`config.mk`:
```
export PLATFORM = sky130hd
export DESIGN_NAME = ebi_slave
export DESIGN_NICKNAME = d
export VERILOG_FILES = /design/src/rtl/ebi_slave.sv
export SDC_FILE = /design/constraint.sdc
export NUM_CORES = 1
export LEC_CHECK = 0
export CORE_UTILIZATION = 48
export CTS_CLUSTER_SIZE = 20
export DETAILED_ROUTE_END_ITERATION = 10
export PLACE_DENSITY_LB_ADDON = 0.3
export SLEW_MARGIN = 20
export SYNTH_ARGS = -nofsm -noshare
export SYNTH_HDL_FRONTEND = slang
export SYNTH_SLANG_ARGS = --single-unit
```
`constraint.sdc`:
```
create_clock -name clk -period 3 [get_ports clk]
set_input_delay 0.6 -clock clk [delete_from_list [all_inputs] [get_ports clk]]
set_output_delay 0.6 -clock clk [all_outputs]
set_load 0.01 [all_outputs]
```
`src/rtl/ebi_slave.sv`:
```
// EBI bus responder: synchronises MCU strobes, writes a control register bank,
// and answers reads from the registers, a status word and a fabric-fed sample FIFO.
module ebi_slave #(
    parameter int ADDR_W     = 21,
    parameter int DATA_W     = 16,
    parameter int NREGS      = 8,
    parameter int FIFO_DEPTH = 16,
    parameter int STAT_ADDR  = 'h100,
    parameter int FIFO_ADDR  = 'h101
) (
    input  logic                    clk,
    input  logic                    reset,
    input  logic [DATA_W-1:0]       ebi_data_in,
    output logic [DATA_W-1:0]       ebi_data_out,
    output logic                    ebi_data_oe,
    input  logic [ADDR_W-1:0]       ebi_addr,
    input  logic                    ebi_wr,
    input  logic                    ebi_rd,
    input  logic                    ebi_cs,
    output logic [NREGS*DATA_W-1:0] ctrl_regs,
    output logic                    reg_wr_pulse,
    output logic [2:0]              reg_wr_idx,
    input  logic [DATA_W-1:0]       sample_data,
    input  logic                    sample_valid,
    output logic                    sample_ready
);

    localparam int IDX_W = (NREGS > 1) ? $clog2(NREGS) : 1;
    localparam int PTR_W = (FIFO_DEPTH > 1) ? $clog2(FIFO_DEPTH) : 1;
    localparam int CNT_W = $clog2(FIFO_DEPTH + 1);

    // Strobe synchronisers; bit 0 is the first stage. Reset to 1 so a strobe
    // already high at reset release never produces an edge.
    logic [2:0] wr_sync;
    logic [2:0] rd_sync;
    logic       wr_a;
    logic       rd_a;
    logic       wr_edge;
    logic       rd_edge;
    logic       rd_act;

    assign wr_a = ebi_cs & ebi_wr;
    assign rd_a = ebi_cs & ebi_rd;

    always_ff @(posedge clk) begin
        if (reset) begin
            wr_sync <= 3'b111;
            rd_sync <= 3'b111;
        end else begin
            wr_sync <= {wr_sync[1:0], wr_a};
            rd_sync <= {rd_sync[1:0], rd_a};
        end
    end

    assign wr_edge = wr_sync[1] & ~wr_sync[2];
    assign rd_edge = rd_sync[1] & ~rd_sync[2];
    // A write edge coinciding with a read edge wins; the read is dropped.
    assign rd_act  = rd_edge & ~wr_edge;

    // Address decode
    logic             addr_is_reg;
    logic             addr_is_stat;
    logic             addr_is_fifo;
    logic [IDX_W-1:0] reg_idx;

    assign addr_is_reg  = ebi_addr < ADDR_W'(NREGS);
    assign addr_is_stat = ebi_addr == ADDR_W'(STAT_ADDR);
    assign addr_is_fifo = ebi_addr == ADDR_W'(FIFO_ADDR);
    assign reg_idx      = ebi_addr[IDX_W-1:0];

    // Control register bank
    logic [DATA_W-1:0] regs [NREGS];

    always_ff @(posedge clk) begin
        if (reset) begin
            for (int i = 0; i < NREGS; i++) begin
                regs[i] <= '0;
            end
            reg_wr_pulse <= 1'b0;
            reg_wr_idx   <= 3'd0;
        end else begin
            reg_wr_pulse <= 1'b0;
            if (wr_edge && addr_is_reg) begin
                regs[reg_idx] <= ebi_data_in;
                reg_wr_pulse  <= 1'b1;
                reg_wr_idx    <= 3'(reg_idx);
            end
        end
    end

    for (genvar g = 0; g < NREGS; g++) begin : g_flat
        assign ctrl_regs[g*DATA_W +: DATA_W] = regs[g];
    end

    // Sample FIFO
    logic [DATA_W-1:0] mem [FIFO_DEPTH];
    logic [PTR_W-1:0]  wr_ptr;
    logic [PTR_W-1:0]  rd_ptr;
    logic [CNT_W-1:0]  count;
    logic              full;
    logic              empty;
    logic              push;
    logic              fifo_rd;
    logic              pop;
    logic              underflow;

    function automatic logic [PTR_W-1:0] ptr_next(input logic [PTR_W-1:0] p);
        return (p == PTR_W'(FIFO_DEPTH - 1)) ? '0 : p + PTR_W'(1);
    endfunction

    assign full         = count == CNT_W'(FIFO_DEPTH);
    assign empty        = count == '0;
    assign sample_ready = ~full;
    // Push is gated by the registered full flag, so a pop in the same
    // cycle does not open space for a push until the next cycle.
    assign push         = sample_valid & ~full;
    assign fifo_rd      = rd_act & addr_is_fifo;
    assign pop          = fifo_rd & ~empty;

    always_ff @(posedge clk) begin
        if (push) begin
            mem[wr_ptr] <= sample_data;
        end
    end

    always_ff @(posedge clk) begin
        if (reset) begin
            wr_ptr <= '0;
            rd_ptr <= '0;
            count  <= '0;
        end else begin
            if (push) begin
                wr_ptr <= ptr_next(wr_ptr);
            end
            if (pop) begin
                rd_ptr <= ptr_next(rd_ptr);
            end
            case ({push, pop})
                2'b10:   count <= count + CNT_W'(1);
                2'b01:   count <= count - CNT_W'(1);
                default: count <= count;
            endcase
        end
    end

    always_ff @(posedge clk) begin
        if (reset) begin
            underflow <= 1'b0;
        end else if (wr_edge && addr_is_stat && ebi_data_in[2]) begin
            underflow <= 1'b0;
        end else if (fifo_rd && empty) begin
            underflow <= 1'b1;
        end
    end

    // Read data path
    logic [15:0]       status16;
    logic [DATA_W-1:0] rd_word;

    assign status16 = {8'(count), 5'b0, underflow, full, empty};

    always_comb begin
        rd_word = '0;
        if (addr_is_reg) begin
            rd_word = regs[reg_idx];
        end else if (addr_is_stat) begin
            rd_word = DATA_W'(status16);
        end else if (addr_is_fifo && !empty) begin
            rd_word = mem[rd_ptr];
        end
    end

    // Output enable holds while the synchronised read strobe stays high.
    always_ff @(posedge clk) begin
        if (reset) begin
            ebi_data_out <= '0;
            ebi_data_oe  <= 1'b0;
        end else begin
            if (rd_act) begin
                ebi_data_out <= rd_word;
            end
            ebi_data_oe <= rd_act | (ebi_data_oe & rd_sync[1]);
        end
    end

endmodule

```
## Word level (Yosys, flattened, before mapping)

Memory sizes are Yosys's and may differ from the RTL's. A register that Yosys moved wholly into a read port is not among the register bits.
Cells that the tools add are included.

| cells by class | value |
|---|---|
| bitwise logic cells | 15 |
| magnitude comparators | 1 |
| reductions and logical operators | 10 |
| add/subtract/negate cells | 4 |
| eq/ne operators | 7 |
| muxes and demuxes | 18 |

Operators with widths:

| cell | number |
|---|---|
| $mux 16 | 4 |
| $eq 21x9->1 const B | 2 |
| $lt 21x4->1 const B | 1 |
| $mux 4 | 4 |
| $reduce_or 16->1 | 1 |
| $pmux 5 s2 | 1 |
| $and 1x1->1 | 9 |
| $add 4x1->4 const B | 2 |
| $eq 4x4->1 const B | 2 |
| $mux 1 | 8 |
| $add 5x1->5 const B | 1 |
| $eq 5x5->1 const B | 1 |
| $logic_and 1x1->1 | 5 |
| $logic_not 5->1 | 1 |
| $not 1->1 | 5 |
| $sub 5x1->5 const B | 1 |
| $mux 3 | 1 |
| $eq 2x1->1 const B | 1 |
| $eq 2x2->1 const B | 1 |
| $reduce_bool 2->1 | 1 |
| $reduce_or 2->1 | 1 |
| $logic_not 1->1 | 1 |
| $or 1x1->1 | 1 |

| storage, ports and cells | value |
|---|---|
| RAM bits | 384 |
| bits in registers | 41 |
| output and inout bits | 150 |
| input bits | 59 |
| memories kept | 2 |

Memories:

| memory | words | bits a word | rd ports | clocked after memory_dff | wr ports | RTL line | RTL |
|---|---|---|---|---|---|---|---|
| mem | 16 | 16 | 1 | 1 | 1 | 96 | `logic [DATA_W-1:0] mem [FIFO_DEPTH];` |
| regs | 8 | 16 | 9 | 0 | 8 | 72 | `logic [DATA_W-1:0] regs [NREGS];` |

## Longest topological paths before layout

| depth | value |
|---|---|
| depth after elaboration | 8 |
| mapped depth | 15 |
| gate-level depth less buffers | 13 |

## Worst setup path before layout

No wires, ideal clock.

| path | value |
|---|---|
| path kind | input -> register |
| from | input port ebi_addr[2] |
| to | register count[4] |
| data arrival time | 3218 ps |
| cell stages on the path | 15 |
| path buffers | 2 |
| library setup time | 70 ps |
| path slack | -288 ps |
| data required time | 2930 ps |
| cells stage by stage | buf_2 nor3b_1 nand3_1 nor2_1 nand2_1 nor3_1 ha_1 clkbuf_1 xor2_1 ha_1 nand2b_1 a21boi_0 o21a_1 or4_1 a21oi_1 |

| between the ends | value |
|---|---|
| longest elaborated chain between the ends | 5 |
| elaborated cells on any way between the ends | 7 |
| those cells by class | eq/ne: 3; mux: 1; bitwise: 2; reduce/logical: 1 |

RTL lines:

| element | RTL line | RTL |
|---|---|---|
| start: declaration | 16 | `input logic [ADDR_W-1:0] ebi_addr,` |
| $eq 21x9->1 (*) | 68 | `assign addr_is_fifo = ebi_addr == ADDR_W'(FIFO_ADDR);` |
| $and 1x1->1 (*) | 117 | `assign fifo_rd = rd_act & addr_is_fifo;` |
| $and 1x1->1 (*) | 118 | `assign pop = fifo_rd & ~empty;` |
| $eq 2x1->1 / $eq 2x2->1 (equally long branches) | 138 | `case ({push, pop})` |
| $pmux 5 s2 / $reduce_bool 2->1 (equally long branches) | n/a |  |
| end signal: assignment | 139 | `2'b10: count <= count + CNT_W'(1);` |
| end signal: assignment | 140 | `2'b01: count <= count - CNT_W'(1);` |
| end signal: assignment | 141 | `default: count <= count;` |
| end: declaration | 99 | `logic [CNT_W-1:0] count;` |

Mark *: on every way between the ends. The rest lies on a longest branch, timed or not.
A chain may end at the register's enable or synchronous reset.

## Worst setup path in the final report

| path | value |
|---|---|
| from | input port ebi_addr[6] |
| to | register count[4] |

Same word-level chain as after synthesis.

==> reports/metrics.yaml <==
cts.sinks: 429
arrival_ns: 3.42
cpPeakStageDelay_ns: 0.48
nets: 1399
core-area_um2: 36610
tns_ns: 0
cts_root_buf: "clkbuf_16"
synth_seq_cells: 429
num_io_pins: 209
synth_top_area_cell: "edfxtp_1"
p_int_mw: 10.13
grt_util_met1_pct: 33.07
slew_viol_final: 0
cts_tree: "built"
place_congestion: 0.8878
critPathSlowestCell: "or4_1"
status: "complete, no violations"
synth_area_per_cell_um2: 17.06
ant_nets: 0
antenna_found_initial: 5
fin_ws_ns: 0.07872
ir_worst_vdd_uv: 529.3
placed_area_um2: 21070
numCtsBuffers: 44
min_from: "wr_sync[0]"
wl_per_cell_um: 25.10
syn_area_um2: 17860
timing.hold.ws_ns: 0.4162
drc: 0
cp_top_family: "simple AND/OR/NAND/NOR gates"
clockBufferDepth: 3
period_minus_slack_ns: 2.921
syn_to_final_growth_pct: 26.58
fin_util_pct: 61.74
pwr-share-seq_pct: 51.6
worst_path_most_repeated_cell: "ha_2"
layout-drive-gt1-share_pct: 23.48
clkSlewWorstSetupHoldPaths_ns: 0.06
synth.distinct_cells: 63
worst-slew-pin-transition_ns: 0.7108
worstHoldPathCells: 1
p_clk_share_pct: 42.8
h-tree-depth: 2
vias: 10600
fin_area_um2: 22600
final_common_cell: "edfxtp_1"
fillers: 2638
max_slew_margin_pct: 52.44
power_mw: 12.89
hpwl_um: 30080
grt_pass1_wl_um: 68450
period_share_pct: 97.38
fin_skew_ns: 0.02161
use_met2_pct: 39.03
grt_max_degree: 35
r2r_end: "count[4]"
hp-class: "flop to flop"
die_area_um2: 37980
finalHoldViolCount: 0
track_usage_pct: 24.67
pre_cts_ws_ns: -0.5516
drt-total-wl_um: 46160
cp-end-kind: "flop"
setup_viol_count_final: 0
place_inst: 1749
synth_nets: 1115
crit_start: "ebi_addr[6]"
use_met3_pct: 4.997
syn_inst: 1047
p_sw_share_pct: 21.38
grt_remaining_overflow: 0
leakagePower_nw: 7.765
path_class: "input pin to flop"
die_y_um: 194.9
rows: 70
firstDrtPassIters: 5
min_to: "wr_sync[1]"
instances_no_fill: 1839
synth_top_area_share_pct: 64.57
async_flop_share_pct: 0
drv_cap: 0
power_density_nw_per_um2: 570.1
worstPathMaxFanout: 3
grt_pass1_vias: 10959
cts_hold_buf: 0
yosysSeqAreaShare_pct: 69.62
fmax_mhz: 342.3
crit_buf_inv: 1
reg2reg_from: "wr_sync[2]"
r2r_setup_slack_ns: 0.31
crit_required_ns: 3.50
yosys_most_used_dff: "edfxtp_1"
ys_top_cells_by_area: "edfxtp_1, mux4_2, dfxtp_1, and2_1, mux2_2"
synth_edf_count: 384
drt-initial-drc-count: 830
die_x_um: 194.9
insertion_delay_ns: 0.58
synth_warnings: 0
final_cell_mix: "edfxtp_1, clkdlybuf4s50_1, and2_1"
power_switching_mw: 2.755
path_cells: "clkdlybuf4s50_1 > nor4_4 > nand3_2 > nor2_4 > nand2_1 > nor3_2 > ha_2 > xor2_1 > ha_2 > nand2b_1 > a21boi_0 > o21a_1 > or4_1 > a21oi_1"
startpoint_type: "input pin"
via_per_inst: 5.764
reg2reg_depth: 11
grt.busiest_layer: "met2"
initial_core_util_pct: 48.78
comb_power_share_pct: 5.6
io_buffers: 208
[layer usage]
metal	part of all wire, %	wire (um)	vias up
li1	-	-	4668
met1	41	18830	5411
met2	49	22460	434
met3	7.1	3265	85
met4	3.5	1601	2
met5	0.017	8	-
[cells by family (layout without fill, tap and decap cells)]
| logic type | count (synthesis) | in the layout | synth area share [%] |
|---|---|---|---|
| muxes | 140 | 140 | 13.99 |
| DFF | 429 | 429 | 69.62 |
| xor gates and xnor gates | 4 | 4 | 0.1962 |
| and+or+nand+nor | 298 | 298 | 10.10 |
| buffers and inverters | 62 | 382 | 1.590 |
| adders and majority gates | 9 | 9 | 0.6306 |
| other | 0 | 4 | 0 |
| AOI/OAI and AO/OA | 105 | 105 | 3.875 |
[area by class of cell]
| cell class | count | area [um^2] | area share (%) |
|---|---|---|---|
| diodes | 4 | 10.01 | 0.04428 |
| inverters | 5 | 18.77 | 0.08303 |
| well taps | 468 | 585.6 | 2.591 |
| flip-flops and latches | 429 | 12440 | 55.03 |
| clock buffers | 55 | 1194 | 5.281 |
| repair buffers | 295 | 2875 | 12.72 |
| clock inverters | 27 | 265.3 | 1.174 |
| multi-input cells | 556 | 5216 | 23.08 |
[synthesized netlist by cell type, types with 6 or more instances]
cell and count:
a21oi_1 31, a22oi_1 15, a311o_1 6, and2_1 129, buf_1 6, buf_2 26
clkbuf_1 21, dfxtp_1 45, edfxtp_1 384, ha_1 9, mux2_2 27, mux2i_1 28
mux4_2 85, nand2_1 37, nand2b_1 7, nand3_1 7, nor2_1 52, nor3_1 9
o21ai_0 18, o22ai_1 10, or2_2 13
[registers in the layout, indices dropped and copies added, names as in the netlist, named ones only]
| register | flops |
|---|---|
| regs | 128 |
| count | 5 |
| mem | 256 |
| underflow | 1 |
| reg_wr_idx | 3 |
| wr_sync | 3 |
| wr_ptr | 4 |
| ebi_data_oe | 1 |
| ebi_data_out | 16 |
| reg_wr_pulse | 1 |
| rd_sync | 3 |
| rd_ptr | 4 |
[repair_timing]
action	4_1_cts	5_1_grt
gates resized for setup	0	11
buffers inserted	0	4
setup endpoints to repair	0	3
[power groups by stage]
stage	Clock, mW	Combinational, mW	Sequential [mW]
2_1_floorplan	0	0.261	6.79
3_3_place_gp	0	0.703	6.78
3_5_place_dp	0	0.714	6.78
4_1_cts	5.59	0.717	6.65
5_1_grt	5.83	0.754	6.66
6_report	5.52	0.715	6.65
[how the worst max path moves through the flow]
stage | slack (ns) | endpoint | depth (start not counted)
floorplan | 0.0007 | count[4] | 15
global placement | -0.45 | count[4] | 14
detailed placement | -0.55 | count[4] | 14
CTS | 0.04 | count[4] | 14
global route | -0.03 | count[4] | 14
finish | 0.08 | count[4] | 14
Power figures use the tool's default switching activity.
